### config.mk
export PLATFORM = sky130hd
export DESIGN_NAME = password_enroll
export DESIGN_NICKNAME = d
export VERILOG_FILES = /design/src/rtl/password_enroll_pkg.sv /design/src/rtl/password_enroll_key_edge_encoder.sv /design/src/rtl/password_enroll.sv
export SDC_FILE = /design/constraint.sdc
export NUM_CORES = 1
export LEC_CHECK = 0
export ABC_AREA = 1
export CAP_MARGIN = 20
export CELL_PAD_IN_SITES_DETAIL_PLACEMENT = 0
export CELL_PAD_IN_SITES_GLOBAL_PLACEMENT = 1
export CORE_MARGIN = 5
export CORE_UTILIZATION = 35
export DETAILED_ROUTE_END_ITERATION = 10
export PLACE_DENSITY_LB_ADDON = 0.1
export SLEW_MARGIN = 15
export SYNTH_ARGS = -nofsm -noshare
export SYNTH_HDL_FRONTEND = slang
export SYNTH_SLANG_ARGS = --single-unit
### constraint.sdc
create_clock -name clk -period 3.6 [get_ports clk]
set_clock_uncertainty 0.2 [all_clocks]
set_input_delay 0.72 -clock clk [delete_from_list [all_inputs] [get_ports clk]]
set_output_delay 0.72 -clock clk [all_outputs]
set_load 0.005 [all_outputs]
### src/rtl/password_enroll_pkg.sv
// Shared definitions for the password enrollment block.
//   - state_t      : enrollment FSM states
//   - DIG_W        : bits per keypad digit (button index 0..15)
//   - PAD_KEYS     : number of one-hot keypad lines
//   - DEF_DIGITS   : default digits per code
//   - DEF_TIMEOUT  : default idle-cycle limit between accepted digits
//   - is_one_hot() : true when exactly one bit of a pad vector is set
package password_enroll_pkg;

  localparam int DIG_W       = 4;
  localparam int PAD_KEYS    = 16;
  localparam int DEF_DIGITS  = 4;
  localparam int DEF_TIMEOUT = 1000000;

  typedef enum logic [2:0] {
    ST_IDLE   = 3'd0,
    ST_ENTER1 = 3'd1,
    ST_ENTER2 = 3'd2,
    ST_CHECK  = 3'd3,
    ST_COMMIT = 3'd4,
    ST_FAIL   = 3'd5
  } state_t;

  // v & (v-1) clears the lowest set bit; zero afterwards means a single bit was set.
  function automatic logic is_one_hot(input logic [PAD_KEYS-1:0] v);
    return (v != '0) && ((v & (v - PAD_KEYS'(1))) == '0);
  endfunction

endpackage

### src/rtl/password_enroll_key_edge_encoder.sv
// Keypad press detector and encoder.
// A press is accepted on the cycle where the pad was fully released on the
// previous (enabled) cycle and exactly one button is now down. Chords and
// held buttons never produce a second accept.
// Ports:
//   clk, rst_n : clock, asynchronous active-low reset
//   en         : 0 freezes the previous-pad register and suppresses accepts
//   buttons    : one-hot pad lines (already synchronised/debounced)
//   accept     : combinational, high for the cycle a press is taken
//   digit      : index of the pressed button, valid with accept
module key_edge_encoder
  import password_enroll_pkg::*;
(
  input  logic                clk,
  input  logic                rst_n,
  input  logic                en,
  input  logic [PAD_KEYS-1:0] buttons,
  output logic                accept,
  output logic [DIG_W-1:0]    digit
);

  logic [PAD_KEYS-1:0] prev_p0;

  // Previous-pad register only advances while enabled, so a press made and
  // released entirely during en=0 is never observed.
  always_ff @(posedge clk or negedge rst_n) begin
    if (!rst_n) begin
      prev_p0 <= '0;
    end else if (en) begin
      prev_p0 <= buttons;
    end
  end

  // Priority is irrelevant here: digit is only used when buttons is one-hot.
  always_comb begin
    digit = '0;
    for (int i = 0; i < PAD_KEYS; i++) begin
      if (buttons[i]) digit = DIG_W'(i);
    end
  end

  assign accept = en && (prev_p0 == '0) && is_one_hot(buttons);

endmodule

### src/rtl/password_enroll.sv
// Password enrollment: the user keys a new code twice on the 16-button pad.
// When both passes agree the code is presented on pw_out with a one-cycle
// pw_load strobe; a mismatch or an over-long pause aborts with a one-cycle
// err pulse and pw_out keeps its previous value.
// Code format: DIG_W-bit button index per digit, first digit in the MSB nibble.
// Ports:
//   clk, rst_n  : clock, asynchronous active-low reset
//   en          : 1 = advance, 0 = freeze state/counters, strobes forced low
//   buttons     : one-hot pad lines
//   new_pw_req  : start enrollment (sampled in IDLE only)
//   pw_out      : last committed code, held between commits
//   pw_load     : one-cycle strobe, pw_out is valid
//   busy        : high in any state other than IDLE
//   err         : one-cycle pulse on mismatch or timeout
//   digit_cnt   : digits accepted in the current pass
module password_enroll
  import password_enroll_pkg::*;
#(
  parameter  int DIGITS  = DEF_DIGITS,
  parameter  int TIMEOUT = DEF_TIMEOUT,
  localparam int CNT_W   = $clog2(DIGITS + 1),
  localparam int CODE_W  = DIG_W * DIGITS
) (
  input  logic                clk,
  input  logic                rst_n,
  input  logic                en,
  input  logic [PAD_KEYS-1:0] buttons,
  input  logic                new_pw_req,
  output logic [CODE_W-1:0]   pw_out,
  output logic                pw_load,
  output logic                busy,
  output logic                err,
  output logic [CNT_W-1:0]    digit_cnt
);

  localparam int TMR_W = $clog2(TIMEOUT + 1);

  // Idle counter stops at TIMEOUT instead of wrapping.
  function automatic logic [TMR_W-1:0] sat_inc(input logic [TMR_W-1:0] v);
    return (v == TMR_W'(TIMEOUT)) ? v : v + TMR_W'(1);
  endfunction

  state_t             state_q;
  state_t             state_d;
  logic [CODE_W-1:0]  shreg;
  logic [CODE_W-1:0]  first_code;
  logic [TMR_W-1:0]   timer;

  logic               accept;
  logic [DIG_W-1:0]   digit;
  logic [CODE_W-1:0]  shifted;
  logic [CNT_W-1:0]   cnt_inc;
  logic               last_digit;
  logic               timer_hit;

  // FSM side-effect controls
  logic               start;
  logic               take;
  logic               to_enter2;
  logic               tick;
  logic               set_load;
  logic               set_err;
  logic               finish;

  key_edge_encoder u_key (
    .clk     (clk),
    .rst_n   (rst_n),
    .en      (en),
    .buttons (buttons),
    .accept  (accept),
    .digit   (digit)
  );

  assign shifted    = {shreg[CODE_W-DIG_W-1:0], digit};
  assign cnt_inc    = digit_cnt + CNT_W'(1);
  assign last_digit = (cnt_inc == CNT_W'(DIGITS));
  // The cycle that would push the idle count to TIMEOUT is the abort cycle.
  assign timer_hit  = (timer >= TMR_W'(TIMEOUT - 1));
  assign busy       = (state_q != ST_IDLE);

  // ---- state register ----
  always_ff @(posedge clk or negedge rst_n) begin
    if (!rst_n) begin
      state_q <= ST_IDLE;
    end else begin
      state_q <= state_d;
    end
  end

  // ---- next state and per-cycle controls ----
  always_comb begin
    state_d   = state_q;
    start     = 1'b0;
    take      = 1'b0;
    to_enter2 = 1'b0;
    tick      = 1'b0;
    set_load  = 1'b0;
    set_err   = 1'b0;
    finish    = 1'b0;
    if (en) begin
      case (state_q)
        ST_IDLE: begin
          if (new_pw_req) begin
            state_d = ST_ENTER1;
            start   = 1'b1;
          end
        end
        ST_ENTER1, ST_ENTER2: begin
          // An accepted digit wins over a timeout in the same cycle.
          if (accept) begin
            take = 1'b1;
            if (last_digit) begin
              if (state_q == ST_ENTER1) begin
                state_d   = ST_ENTER2;
                to_enter2 = 1'b1;
              end else begin
                state_d = ST_CHECK;
              end
            end
          end else if (timer_hit) begin
            state_d = ST_FAIL;
            set_err = 1'b1;
          end else begin
            tick = 1'b1;
          end
        end
        ST_CHECK: begin
          if (shreg == first_code) begin
            state_d  = ST_COMMIT;
            set_load = 1'b1;
          end else begin
            state_d = ST_FAIL;
            set_err = 1'b1;
          end
        end
        ST_COMMIT, ST_FAIL: begin
          state_d = ST_IDLE;
          finish  = 1'b1;
        end
        default: begin
          state_d = ST_IDLE;
        end
      endcase
    end
  end

  // ---- datapath and output registers ----
  // pw_load/err are registered on the transition into COMMIT/FAIL, so they are
  // high exactly while the FSM sits in that state, and drop whenever en=0.
  always_ff @(posedge clk or negedge rst_n) begin
    if (!rst_n) begin
      shreg      <= '0;
      first_code <= '0;
      digit_cnt  <= '0;
      timer      <= '0;
      pw_out     <= '0;
      pw_load    <= 1'b0;
      err        <= 1'b0;
    end else begin
      pw_load <= set_load;
      err     <= set_err;
      if (start) begin
        shreg     <= '0;
        digit_cnt <= '0;
        timer     <= '0;
      end else if (take) begin
        shreg <= shifted;
        timer <= '0;
        if (to_enter2) begin
          first_code <= shifted;
          digit_cnt  <= '0;
        end else begin
          digit_cnt <= cnt_inc;
        end
      end else if (tick) begin
        timer <= sat_inc(timer);
      end
      if (set_load) pw_out <= shreg;
      if (finish) digit_cnt <= '0;
    end
  end

endmodule

==> results.py <==
metrics = {
    "outcome": {
        "outcome": "finished clean",
    },
    "layout": {
        "fillCellCount": 1406,
        "stdcell_area_um2": 5830,
        "layout.cells.most_common": "sky130_fd_sc_hd__nand2_1",
        "fin_util": 0.422,
        "finalNetCount": 702,
        "synthesis_to_finish_area_growth_pct": 18.9,
        "insertedDiodeCount": 0,
        "most-common-layout-cells": "166 x sky130_fd_sc_hd__nand2_1, 92 x sky130_fd_sc_hd__dfrtp_1, 72 x sky130_fd_sc_hd__inv_1, 66 x sky130_fd_sc_hd__nor2_1, 49 x sky130_fd_sc_hd__o21ai_0",
        "drive_gt1_frac": 0.0791,
    },
    "global_route": {
        "grt_pass1_wl_mm": 20.5,
        "grt_util_all_layers": 0.156,
        "global_route.overflow_total": 0,
        "antenna_found_initial": 0,
        "maximum_number_of_pins_on_one_net_before_global_route_repair": 60,
        "vias_in_the_first_global_route": 4073,
    },
    "sta": {
        "hold_viol_final": 0,
        "unrepaired_setup_endpoints_after_global_routing": "no",
        "max_slew_margin": 0.517,
        "setup-violations-final": 0,
        "setup_tns_ps": 0,
        "worst_slack_ps": 667,
        "max_slew.worst_pin.slew_ps": 719,
        "finalCriticalPeriod_ps": 2930,
        "finalCritPeriodShare": 0.815,
        "fmax_mhz": 341,
        "final_max_slew_viol_count": 0,
    },
    "job": {
        "max_cap_viol_count": 0,
    },
    "worst_setup_path": {
        "ff2ff_setup_slack_ps": 1120,
        "worst_r2r_startpoint": "timer[0]",
        "worst-setup-path-type": "input pin to flip-flop",
        "timing.critical_path.from_type": "input pin",
        "worst-r2r-cell-count": 9,
        "timing.critical_path.to_type": "flip-flop",
        "crit_fanout": 12,
        "r2r_end": "timer[19]",
        "required_time_of_the_critical_path_ps": 3690,
        "worst-endpoint-arrival_ps": 3020,
    },
    "floorplan": {
        "initial_utilization": 0.355,
        "coreArea_um2": 13800,
        "design.die.area_um2": 16500,
        "core.rowCount": 43,
        "io_pins": 42,
        "die_height_um": 128,
        "horiz_die_dim_um": 128,
    },
    "synth": {
        "ys_types": 37,
        "synth_edf_count": 0,
        "seq_total_area_yosys": 0.469,
        "synth.cell_area_um2": 4910,
        "synth-main-ff-cell": "sky130_fd_sc_hd__dfrtp_1",
        "synth_area_leader_cell": "sky130_fd_sc_hd__dfrtp_1",
        "synth.ff_latch_count": 92,
        "synth.top_cell.area_share": 0.469,
        "yosys.area_share.adder": 0.0102,
        "net_count_after_synthesis": 655,
        "yosys_warnings": 0,
        "synthArstFlopShare": 1.00,
        "postSynthAreaPerCell_um2": 7.78,
        "synth_compound_area_frac": 0.103,
        "post_synthesis_share_of_cell_area_spent_on_xor_and_xnor_gates": 0.0500,
        "muxShareOfSynthArea": 0,
        "ys_top_cells_by_area": "sky130_fd_sc_hd__dfrtp_1 47%, sky130_fd_sc_hd__nand2_1 13%, sky130_fd_sc_hd__inv_1 5.5%, sky130_fd_sc_hd__nor2_1 5.0%, sky130_fd_sc_hd__o21ai_0 5.0%",
        "post_synth_and_or_nand_nor_area_fraction": 0.296,
        "syn_inst": 631,
        "dominant_combinational_cell_family_by_area_after_synthesis": "simple AND/OR/NAND/NOR gates",
    },
    "power": {
        "power.density_nw_per_um2": 431,
        "pwr-share-clk": 0.355,
        "max-vdd-ir-drop_v": 0.000240,
        "post-layout-total-power_mw": 2.51,
        "combinational_fraction_of_design_power": 0.192,
        "power.static_leakage_nw": 2.71,
        "internal-power_mw": 1.73,
        "seq_power_share": 0.454,
        "switchingPower_mw": 0.786,
        "sw_frac_of_total": 0.313,
    },
    "route": {
        "post_dr_vias_cell": 4.76,
        "route.final.wire_length_mm": 12.2,
        "drt_first_iter_violations": 284,
        "vias": 4108,
        "drc": 0,
        "drt_pre_antenna_iters": 4,
        "postRouteAntennaNets": 0,
        "wl_per_cell_um": 14.1,
    },
    "clock_tree": {
        "cts-htree-levels": 3,
        "buffers_from_clock_root_to_sink_at_most": 2,
        "cts_tree": "built",
        "cts_hold_repair.buffers": 0,
        "clk-insertion-delay-late_ps": 340,
        "post_cts_resize_count": 0,
        "cts.reportedPaths.clkPinSlew_ps": 70,
        "cts_inserted_buffers": 9,
        "tritoncts_num_sinks": 92,
        "cts-root-buf": "sky130_fd_sc_hd__clkbuf_16",
        "post-cts-setup-buffers": 0,
    },
    "place": {
        "placedInstanceArea_um2": 5560,
        "detailedPlace.worstSlack_ps": 307,
        "final_hpwl_from_detailed_placement_mm": 9.10,
        "place.port_buffers": 41,
        "gp_routability_congestion": 0.862,
    },
    "worst_hold_path": {
        "hp-class": "input pin to asynchronous set/reset pin",
    },
}
[Yosys cell counts (2+ instances only)]
library cell	count
sky130_fd_sc_hd__nand3b_1	2
sky130_fd_sc_hd__a21oi_1	11
sky130_fd_sc_hd__dfrtp_1	92
sky130_fd_sc_hd__nand3_1	27
sky130_fd_sc_hd__xor2_1	8
sky130_fd_sc_hd__nor4_1	3
sky130_fd_sc_hd__clkbuf_1	12
sky130_fd_sc_hd__nor2_2	5
sky130_fd_sc_hd__nand2_4	2
sky130_fd_sc_hd__o22ai_1	17
sky130_fd_sc_hd__nand2_1	166
sky130_fd_sc_hd__inv_1	72
sky130_fd_sc_hd__nor2_1	66
sky130_fd_sc_hd__xnor2_1	20
sky130_fd_sc_hd__ha_1	4
sky130_fd_sc_hd__nor3_1	8
sky130_fd_sc_hd__nor2_4	2
sky130_fd_sc_hd__o21ai_1	13
sky130_fd_sc_hd__a31oi_1	2
sky130_fd_sc_hd__nand2_2	12
sky130_fd_sc_hd__o21ai_0	49
sky130_fd_sc_hd__or2_2	2
sky130_fd_sc_hd__nand4_1	22
[worst max-delay path by stage]
stage / start / to / slack (ps) / depth (start not counted)
finish: buttons[6] / timer[3] / 670 / 14
global route: buttons[6] / timer[4] / 390 / 14
CTS: buttons[6] / timer[3] / 670 / 14
detailed placement: buttons[6] / timer[3] / 310 / 14
global placement: buttons[6] / timer[4] / 290 / 14
floorplan: buttons[7] / timer[8] / 1140 / 15
[worst max-delay path, cell delays in order]
cell and delay (ps):
sky130_fd_sc_hd__clkdlybuf4s50_1 510, sky130_fd_sc_hd__nor2_1 220, sky130_fd_sc_hd__nand2_1 170, sky130_fd_sc_hd__nor2_1 130
sky130_fd_sc_hd__nand2_1 60, sky130_fd_sc_hd__nand2_1 90, sky130_fd_sc_hd__nand2_1 100, sky130_fd_sc_hd__nor3_4 210
sky130_fd_sc_hd__nand2_2 130, sky130_fd_sc_hd__nand4_4 160, sky130_fd_sc_hd__nand2_4 80, sky130_fd_sc_hd__inv_2 260
sky130_fd_sc_hd__nand2_1 90, sky130_fd_sc_hd__nand2_1 70
[power by group through the flow]
| stage | Combinational [mW] | Sequential (mW) | Clock [mW] |
|---|---|---|---|
| CTS | 0.491 | 1.14 | 0.920 |
| floorplan | 0.328 | 1.15 | 0 |
| finish | 0.481 | 1.14 | 0.891 |
| global route | 0.548 | 1.15 | 0.969 |
| global placement | 0.488 | 1.16 | 0 |
| detailed placement | 0.488 | 1.16 | 0 |
[per-stage QoR]
stage               hold WS [ps]  cells
floorplan                    224    631
global placement             269    847
detailed placement           274    847
CTS                          130    863
global route                 148    863
finish                       119    863
[layout make-up]
class | count | area [um^2] | area share
well taps | 180 | 225 | 0.0386
clock buffers | 10 | 229 | 0.0392
flip-flops and latches | 92 | 2300 | 0.395
inverters | 75 | 284 | 0.0487
clock inverters | 6 | 46.3 | 0.00793
multi-input cells | 449 | 2250 | 0.386
repair buffers | 51 | 495 | 0.0849
[cells by family after synthesis]
kind of cell               after synthesis
and+or+nand+nor                        322
AOI/OAI and AO/OA                       95
DFF                                     92
buffers and inverters                   90
xor gates and xnor gates                28
adders and majority gates                4
[flip-flops by register name, summed over array words and instances, names as in the netlist]
signal / count
digit_cnt: 3
err: 1
first_code: 16
pw_load: 1
pw_out: 16
shreg: 16
state_q: 3
timer: 20
u_key.prev_p0: 16
[per-layer routing]
| metal | global-route usage | vias to the layer above | part of all wire |
|---|---|---|---|
| li1 | - | 2139 | - |
| met1 | 0.214 | 1904 | 0.48 |
| met2 | 0.254 | 52 | 0.47 |
| met3 | 0.0253 | 13 | 0.029 |
| met4 | 0.0487 | 0 | 0.016 |
| met5 | 0 | - | 0 |
No activity file was read; power rests on OpenSTA's default activity.
